[config.mk]
export PLATFORM = sky130hd
export DESIGN_NAME = reg_file_sb
export DESIGN_NICKNAME = d
export VERILOG_FILES = /design/src/rtl/reg_file_pkg.sv /design/src/rtl/reg_file_sb_entry.sv /design/src/rtl/reg_file_sb.sv
export SDC_FILE = /design/constraint.sdc
export NUM_CORES = 2
export LEC_CHECK = 0
export ABC_CLOCK_PERIOD_IN_PS = 6200
export CAP_MARGIN = 20
export CORE_MARGIN = 8
export CORE_UTILIZATION = 50
export CTS_BUF_LIST = sky130_fd_sc_hd__clkbuf_8
export DETAILED_ROUTE_END_ITERATION = 12
export PLACE_DENSITY = 0.69
export REMOVE_ABC_BUFFERS = 1
export SLEW_MARGIN = 40
export SYNTH_ARGS = -nofsm -noshare
export SYNTH_HDL_FRONTEND = slang
export SYNTH_SLANG_ARGS = --single-unit
[constraint.sdc]
create_clock -name clock -period 6.2 [get_ports clock]
set_input_delay 1.24 -clock clock [delete_from_list [all_inputs] [get_ports clock]]
set_output_delay 1.24 -clock clock [all_outputs]
set_load 0.01 [all_outputs]
[src/rtl/reg_file_pkg.sv]
// Shared constants, typedefs and helpers for the reg_file_sb register file.
package reg_file_pkg;

    localparam int DEFAULT_WIDTH = 64;
    localparam int DEFAULT_DEPTH = 32;
    localparam int DEFAULT_AW    = $clog2(DEFAULT_DEPTH);

    typedef logic [DEFAULT_AW-1:0]      addr_t;
    typedef logic [DEFAULT_WIDTH/8-1:0] be_t;

    function automatic int byte_lanes(input int width);
        return width / 8;
    endfunction

endpackage

[src/rtl/reg_file_sb_entry.sv]
// reg_entry: one WIDTH-bit register with per-byte write enables and async active-low clear.
module reg_entry
    import reg_file_pkg::*;
#(
    parameter int WIDTH = DEFAULT_WIDTH
) (
    input  logic                         clock,
    input  logic                         reset,
    input  logic [byte_lanes(WIDTH)-1:0] i_be,
    input  logic [WIDTH-1:0]             i_data,
    output logic [WIDTH-1:0]             o_q
);

    localparam int NB = byte_lanes(WIDTH);

    logic [WIDTH-1:0] r_q;

    // Byte-lane storage; lanes without an enable hold their value.
    always_ff @(posedge clock or negedge reset) begin
        if (!reset) begin
            r_q <= '0;
        end else begin
            for (int b = 0; b < NB; b++) begin
                if (i_be[b]) begin
                    r_q[8*b +: 8] <= i_data[8*b +: 8];
                end
            end
        end
    end

    assign o_q = r_q;

endmodule

[src/rtl/reg_file_sb.sv]
// Register file with byte-enabled writeback, two read ports and a pending-write scoreboard.
// Optional write-through bypass on the read ports is enabled by defining RF_BYPASS_EN.
module reg_file_sb
    import reg_file_pkg::*;
#(
    parameter int WIDTH    = DEFAULT_WIDTH,
    parameter int DEPTH    = DEFAULT_DEPTH,
    parameter int ZERO_REG = 1,
    parameter int AW       = $clog2(DEPTH)
) (
    input  logic                         clock,
    input  logic                         reset,
    input  logic [AW-1:0]                rd_addr_a,
    output logic [WIDTH-1:0]             rd_data_a,
    output logic                         rd_valid_a,
    input  logic [AW-1:0]                rd_addr_b,
    output logic [WIDTH-1:0]             rd_data_b,
    output logic                         rd_valid_b,
    input  logic                         we,
    input  logic [AW-1:0]                wr_addr,
    input  logic [WIDTH-1:0]             wr_data,
    input  logic [byte_lanes(WIDTH)-1:0] wr_be,
    input  logic                         issue_valid,
    input  logic [AW-1:0]                issue_addr,
    output logic                         issue_ready,
    output logic [AW:0]                  busy_count
);

    localparam int NB = byte_lanes(WIDTH);
    localparam bit ZR = (ZERO_REG != 0);

    logic [DEPTH-1:0] r_pending;
    logic [AW:0]      r_busy_count;
    logic [DEPTH-1:0] w_pending_next;
    logic [WIDTH-1:0] w_entry_q [DEPTH];
    logic             w_wr_zero;
    logic             w_wr_en;
    logic             w_wr_clear;
    logic             w_issue_zero;
    logic             w_issue_acc;
    logic [AW-1:0]    w_rd_addr  [2];
    logic [WIDTH-1:0] w_rd_data  [2];
    logic             w_rd_valid [2];

    assign w_wr_zero    = ZR && (wr_addr == '0);
    assign w_wr_en      = we && !w_wr_zero;
    assign w_wr_clear   = w_wr_en && r_pending[wr_addr];
    assign w_issue_zero = ZR && (issue_addr == '0);
    // A pending destination may be re-issued only when its producer retires this cycle.
    assign issue_ready  = !r_pending[issue_addr] || (we && (wr_addr == issue_addr));
    assign w_issue_acc  = issue_valid && issue_ready && !w_issue_zero;

    for (genvar g = 0; g < DEPTH; g++) begin : g_entry
        logic [NB-1:0] w_be;
        assign w_be = (w_wr_en && (wr_addr == AW'(g))) ? wr_be : '0;
        reg_entry #(.WIDTH(WIDTH)) u_entry (
            .clock  (clock),
            .reset  (reset),
            .i_be   (w_be),
            .i_data (wr_data),
            .o_q    (w_entry_q[g])
        );
    end

    assign w_rd_addr[0] = rd_addr_a;
    assign w_rd_addr[1] = rd_addr_b;

    // Read ports: array contents, optional write-through merge, forced zero for entry 0.
    always_comb begin
        for (int p = 0; p < 2; p++) begin
            w_rd_data[p]  = w_entry_q[w_rd_addr[p]];
            w_rd_valid[p] = !r_pending[w_rd_addr[p]];
`ifdef RF_BYPASS_EN
            for (int b = 0; b < NB; b++) begin
                w_rd_data[p][8*b +: 8] = (w_wr_en && (wr_addr == w_rd_addr[p]) && wr_be[b]) ?
                                         wr_data[8*b +: 8] : w_entry_q[w_rd_addr[p]][8*b +: 8];
            end
            w_rd_valid[p] = !r_pending[w_rd_addr[p]] || (we && (wr_addr == w_rd_addr[p]));
`endif
            if (ZR && (w_rd_addr[p] == '0)) begin
                w_rd_data[p]  = '0;
                w_rd_valid[p] = 1'b1;
            end else begin
                w_rd_valid[p] = w_rd_valid[p];
            end
        end
    end

    // Next pending vector: an accepted issue wins over a same-address writeback clear.
    always_comb begin
        for (int i = 0; i < DEPTH; i++) begin
            w_pending_next[i] = (w_issue_acc && (issue_addr == AW'(i))) ||
                                (r_pending[i] && !(w_wr_en && (wr_addr == AW'(i))));
        end
    end

    // Scoreboard state and running count of pending entries.
    always_ff @(posedge clock or negedge reset) begin
        if (!reset) begin
            r_pending    <= '0;
            r_busy_count <= '0;
        end else begin
            r_pending <= w_pending_next;
            case ({w_issue_acc, w_wr_clear})
                2'b10:   r_busy_count <= r_busy_count + (AW+1)'(1);
                2'b01:   r_busy_count <= r_busy_count - (AW+1)'(1);
                default: r_busy_count <= r_busy_count;
            endcase
        end
    end

    assign rd_data_a  = w_rd_data[0];
    assign rd_valid_a = w_rd_valid[0];
    assign rd_data_b  = w_rd_data[1];
    assign rd_valid_b = w_rd_valid[1];
    assign busy_count = r_busy_count;

endmodule

Yosys cells after proc, flatten, opt, wreduce, memory -nomap -nowiden:

Index checks and enable logic that the tools add are counted.

* register bits after elaboration: 2086
* input port bits: 96
* output and inout port bits: 137
* word-level logic and storage cells: 560

* add/subtract/negate cells: 2
* magnitude comparators: 6
* equality and inequality tests: 65
* multiplexer cells: 51
* bitwise logic cells: 2
* reductions and logical operators: 176

Operators by type and width (number)
* $bmux 64 s5: 2
* $mux 64: 6
* $mux 8: 32
* $eq 5x5->1 const B: 32
* $logic_and 1x1->1: 101
* $eq 5x4->1 const B: 16
* $eq 5x3->1 const B: 8
* $logic_not 1->1: 37
* $logic_or 1x1->1: 33
* $lt 5x6->1 const B: 4
* $bmux 1 s5: 4
* $eq 5x2->1 const B: 4
* $logic_not 5->1: 4
* $ge 6x6->1 const B: 2
* $not 5->6: 2
* $pmux 6 s2: 1
* $eq 5x1->1 const B: 2
* $add 6x1->6 const B: 1
* $mux 1: 6
* $sub 6x1->6 const B: 1
* $eq 5x5->1: 1
* $eq 2x1->1 const B: 1
* $eq 2x2->1 const B: 1
* $reduce_bool 2->1: 1

Longest topological paths before layout:

* depth in word-level cells: 8
* gate-level depth with buffers: 15
* depth with buffers taken out: 13

Cells and area by module:

From an unflattened synthesis, not the netlist that was laid out.

* cells, all modules: 7110
* area total of the unflattened synthesis: 122119.6 um2

Modules (own cells, without submodules)
* reg_entry: times used 32, cells each 136, area each 2652.5 um2, sequential area each 1601.5 um2
* reg_file_sb: times used 1, cells each 2758, area each 37238.2 um2, sequential area each 950.9 um2

Worst setup path after synthesis:

No wires, ideal clock.

* kind: input to register
* start point: input issue_addr[1]
* end point: register r_busy_count[5], in the netlist busy_count[5]
* setup time: 0.079 ns
* arrival: 4.233 ns
* required time: 6.121 ns
* setup slack: 1.888 ns
* stages on the path: 13
* buffers on the path: 2
* path through: clkbuf_1 > clkbuf_1 > mux4_2 > a22o_1 > o211ai_1 > nand3_1 > ha_1 > ha_1 > a21o_1 > a21oi_1 > or4_1 > nand3_1 > xor2_1

* word-level cells in the longest chain between the ends: 8
* elaborated cells between the ends (all ways): 14
* classes of those cells: 3 x eq/ne; 3 x mux; 8 x reduce/logical

Ends and longest elaborated chain
* from (decl): RTL line reg_file_sb.sv:24 `input logic [AW-1:0] issue_addr,`
* $bmux 1 s5: RTL line reg_file_sb.sv:50 `assign issue_ready = !r_pending[issue_addr] || (we && (wr_addr == issue_addr));`
* $mux 1 (not written as such): RTL line reg_file_sb.sv:50
* $logic_not 1->1: RTL line reg_file_sb.sv:50
* $logic_or 1x1->1 (*): RTL line reg_file_sb.sv:50
* named net issue_ready: RTL line reg_file_sb.sv:25 `output logic issue_ready,`
* $logic_and 1x1->1 (*) (2 in series): RTL line reg_file_sb.sv:51 `assign w_issue_acc = issue_valid && issue_ready && !w_issue_zero;`
* $eq 2x1->1 / $eq 2x2->1 (equally long branches): RTL line reg_file_sb.sv:104 `case ({w_issue_acc, w_wr_clear})`
* $pmux 6 s2 / $reduce_bool 2->1 (equally long branches)
* to (signal assigned): RTL line reg_file_sb.sv:105 `2'b10: r_busy_count <= r_busy_count + (AW+1)'(1);`
* to (signal assigned): RTL line reg_file_sb.sv:106 `2'b01: r_busy_count <= r_busy_count - (AW+1)'(1);`
* to (signal assigned): RTL line reg_file_sb.sv:107 `default: r_busy_count <= r_busy_count;`
* to (decl): RTL line reg_file_sb.sv:33 `logic [AW:0] r_busy_count;`

The timed path passes the listed nets; every way through them passes the cells marked *. The select of a mux whose other input is x is not followed.
A chain may end at the register's enable or synchronous reset.

Worst setup path in the final report:

* start point: input rd_addr_a[0]
* end point: output rd_data_a[5]

* word-level cells in the longest chain between the ends: 5
* elaborated cells between the ends (all ways): 6
* classes of those cells: 4 x mux; 1 x bitwise; 1 x reduce/logical

Ends and longest elaborated chain
* from (decl): RTL line reg_file_sb.sv:13 `input logic [AW-1:0] rd_addr_a,`
* $not 5->6 (not written as such): RTL line reg_file_sb.sv:71 `w_rd_data[p] = w_entry_q[w_rd_addr[p]];`
* $bmux 64 s5: RTL line reg_file_sb.sv:71
* $mux 64 (not written as such) (2 in series): RTL line reg_file_sb.sv:71
* $mux 64 (*): RTL line reg_file_sb.sv:80 `if (ZR && (w_rd_addr[p] == '0)) begin`
* to (decl): RTL line reg_file_sb.sv:14 `output logic [WIDTH-1:0] rd_data_a,`

Every way passes the cells marked *; elsewhere a longest branch is shown, timed or not. The select of a mux whose other input is x is not followed.

==> metrics <==
Clock Sinks around 2100; Hold WC Path Type reg2reg; Avg WL per Cell 31.7 µm; Yosys cell types 48; EDFF count, synth 0; Slew Viols, Final 0; Critical Path RT ~5.0 ns; Peak VDD IR 0.214 mV; dpl ws 0.588 ns; antenna viol nets, final 0; RSZ-0062 raised after global routing no; DR vias/cell about 6.6; Compound-Gate Fraction of Synth Area 1.32%; worst slew pin tran 0.897 ns; Worst Skew between 0.02 and 0.025 ns; HPWL after DPL between 200 and 250 mm; synthesized flop and latch total between 2000 and 2500; PortBufs 232; Most used DFF post-synth dfrtp_1; simple-gate share of the synthesized area around 2.4%; crit end category primary output; drt pass-1 iters 7; Worst Reg2Reg Path Length in Cells 12; Die ar. between 200000 and 250000 µm²; core area between 200000 and 250000 µm²; leakage ~56 nW; Data arrival, critical path between 4 and 5 ns; most frequent cells in the layout 2086 x dfrtp_1, 2053 x mux2_2, 1235 x mux4_2, 486 x clkbuf_8, 213 x inv_1; Min Clock Period, post-route roughly 5.6 ns; post-synthesis cell count approximately 7000; Initial Util between 50% and 60%; IO Pins between 200 and 250; final worst slack approximately 0.57 ns; flop2flop setup slack 2.71 ns; initial DRC count around 6300; Top cell by count, worst path mux4_2; gp weighted congestion 0.852; power density cells between 200 and 300 nW/µm²; remaining global-route overflow 0; CP Max Fanout 45; FMAX 178 MHz; max_cap viols 0; largest stage delay on the critical path 0.55 ns; Clock Latency Late Sink approximately 1.1 ns; Final Routed Wirelength between 300 and 400 mm; placement row count between 150 and 200; TritonCTS clock tree built; post-synthesis sequential area ratio between 40% and 50%; layout net count between 7000 and 8000; Worst Hold Depth 0; final hold vios 0; DR vias ~70000; Synth Area in XOR/XNOR less than 1%; Yosys top cell by area dfrtp_1; Setup CP Type in2out; Clock Tree Root clkbuf_8; multiplexer area fraction after synthesis a little under half; ys async rst share 100%; filler instances about 17000; WP depth 8; post_cts resized 0; hold slack ~0.4 ns; CTS Buf Count ~370; clock slew at reported path FFs around 0.060 ns; Worst path top cell family by delay buffers and inverters; worst path cell trace buf_8, buf_12, buf_4, mux4_2, mux4_2, inv_1, o22ai_1, clkdlybuf4s50_1; adder-cell area share of the yosys netlist less than 1%; Synth-to-Final Area Change 12.2%; total setup buffers inserted after CTS 0; Synth Area per Inst roughly 16 µm²; mapped cell area around 110000 µm²; Synth area leaders dfrtp_1 47%, mux4_2 25%, mux2_2 21%; critical path's slowest cell mux4_2; crit start category input pin; vias in the first global route ~73000; # DRC 0; initial antenna violation count 23; Ys Warns 0; largest family of logic cells by synthesized area multiplexers; part of the cycle the worst path needs about nine tenths; die height approximately 500 µm; endpoints failing setup 0; global-route wire length before repair 497 mm; pin count of the biggest net entering global routing 162; commonest non-fill, non-tap cell in the layout dfrtp_1; chip width 488 µm; layout cell share with drive strength beyond 1 about three fifths; H-tree levels 5; status finished clean; WP buf/inv 5; Hold Buf Count CTS 1; Max Buffers Root-to-Sink 4; total track usage between 20 and 30%; relative slew slack 40.2%; Synth top area share 46.8%
==> cells in the mapped netlist (all sizes together) (2+ instances only) <==
cell type and count:
mux4 1235, a22o 2, a211oi 3, a21o 2, mux2 2063, buf 263
mux2i 86, nor4 3, or2 2, nor2 113, a21oi 83, nor3 2
o22ai 28, xnor2 3, nand3 11, inv 100, and3 2, nand2 382
o41ai 2, nor2b 11, o21ai 124, a32o 15, dfrtp 2086, ha 5
nand2b 4, xor2 7, clkbuf 383, and2 4
==> registers in the layout (all words and copies together) (netlist names) <==
name / count
r_pending: 32
busy_count: 6
g_entry.u_entry.o_q: 2048
==> kinds of logic (layout without fill, tap and decap cells) <==
logic type,after synthesis,after routing
AO/OA/AOI/OAI,263,263
XOR/XNOR,10,10
adder cells (fa/ha/maj),6,6
buffers and inverters,746,1228
flip-flops,2086,2086
multiplexers,3384,3384
other,0,21
AND/OR/NAND/NOR,541,541
==> path summary, 6_finish.rpt <==
path | from | to
min reg2reg | g_entry[0].u_entry.o_q[18] | g_entry[0].u_entry.o_q[18]
max | rd_addr_a[0] | rd_data_a[5]
max in group asynchronous | reset | g_entry[18].u_entry.o_q[38]
min | g_entry[0].u_entry.o_q[18] | g_entry[0].u_entry.o_q[18]
max reg2reg | r_pending[13] | busy_count[5]
min in group asynchronous | reset | g_entry[0].u_entry.o_q[34]
==> power by group <==
part	internal, mW	switching, mW	total (mW)
combinational	4.04	2.81	6.85
clock	7.18	5.91	13.1
sequential	15.4	1.33	16.8
total	26.6	10.0	36.7
==> metrics by stage <==
step	setup TNS, ns	cells	cell area [µm²]	utilization (%)	power (mW)
floorplan	-233.51	6390	109000	-	20.8
global placement	0	9826	118000	52.9	23.5
detailed placement	0	9838	117000	52.9	23.8
CTS	0	10500	125000	56.3	36.9
global route	0	10500	125000	56.4	38.2
finish	0	10500	125000	56.4	36.7
==> final cells by class <==
class / instances / area, µm² / area share (%)
clock inverters: 162 / 821 / 0.655
diodes: 21 / 52.6 / 0.0420
flip-flops and latches: 2086 / 52200 / 41.7
multi-input cells: 4204 / 56300 / 45.0
inverters: 100 / 375 / 0.300
clock buffers: 486 / 6690 / 5.34
well taps: 2975 / 3720 / 2.97
repair buffers: 480 / 5030 / 4.02
==> metal layers <==
layer  track usage (%)  wire, µm
met3              6.67     27100
met1              37.4    131000
met5                 0       111
met2              43.7    159000
met4              12.5     16000
==> worst register-to-register path, cell delays in order (launching register included) <==
cell and delay, ns:
dfrtp_1 0.45, mux4_2 0.47, a31oi_1 0.18, nand2_1 0.15, o211ai_1 0.29, nand3_1 0.24, ha_1 0.38, ha_1 0.32
a21o_1 0.11, a21oi_1 0.10, or4_1 0.49, nand3_1 0.12, xor2_1 0.15
Power figures use the tool's default switching activity.
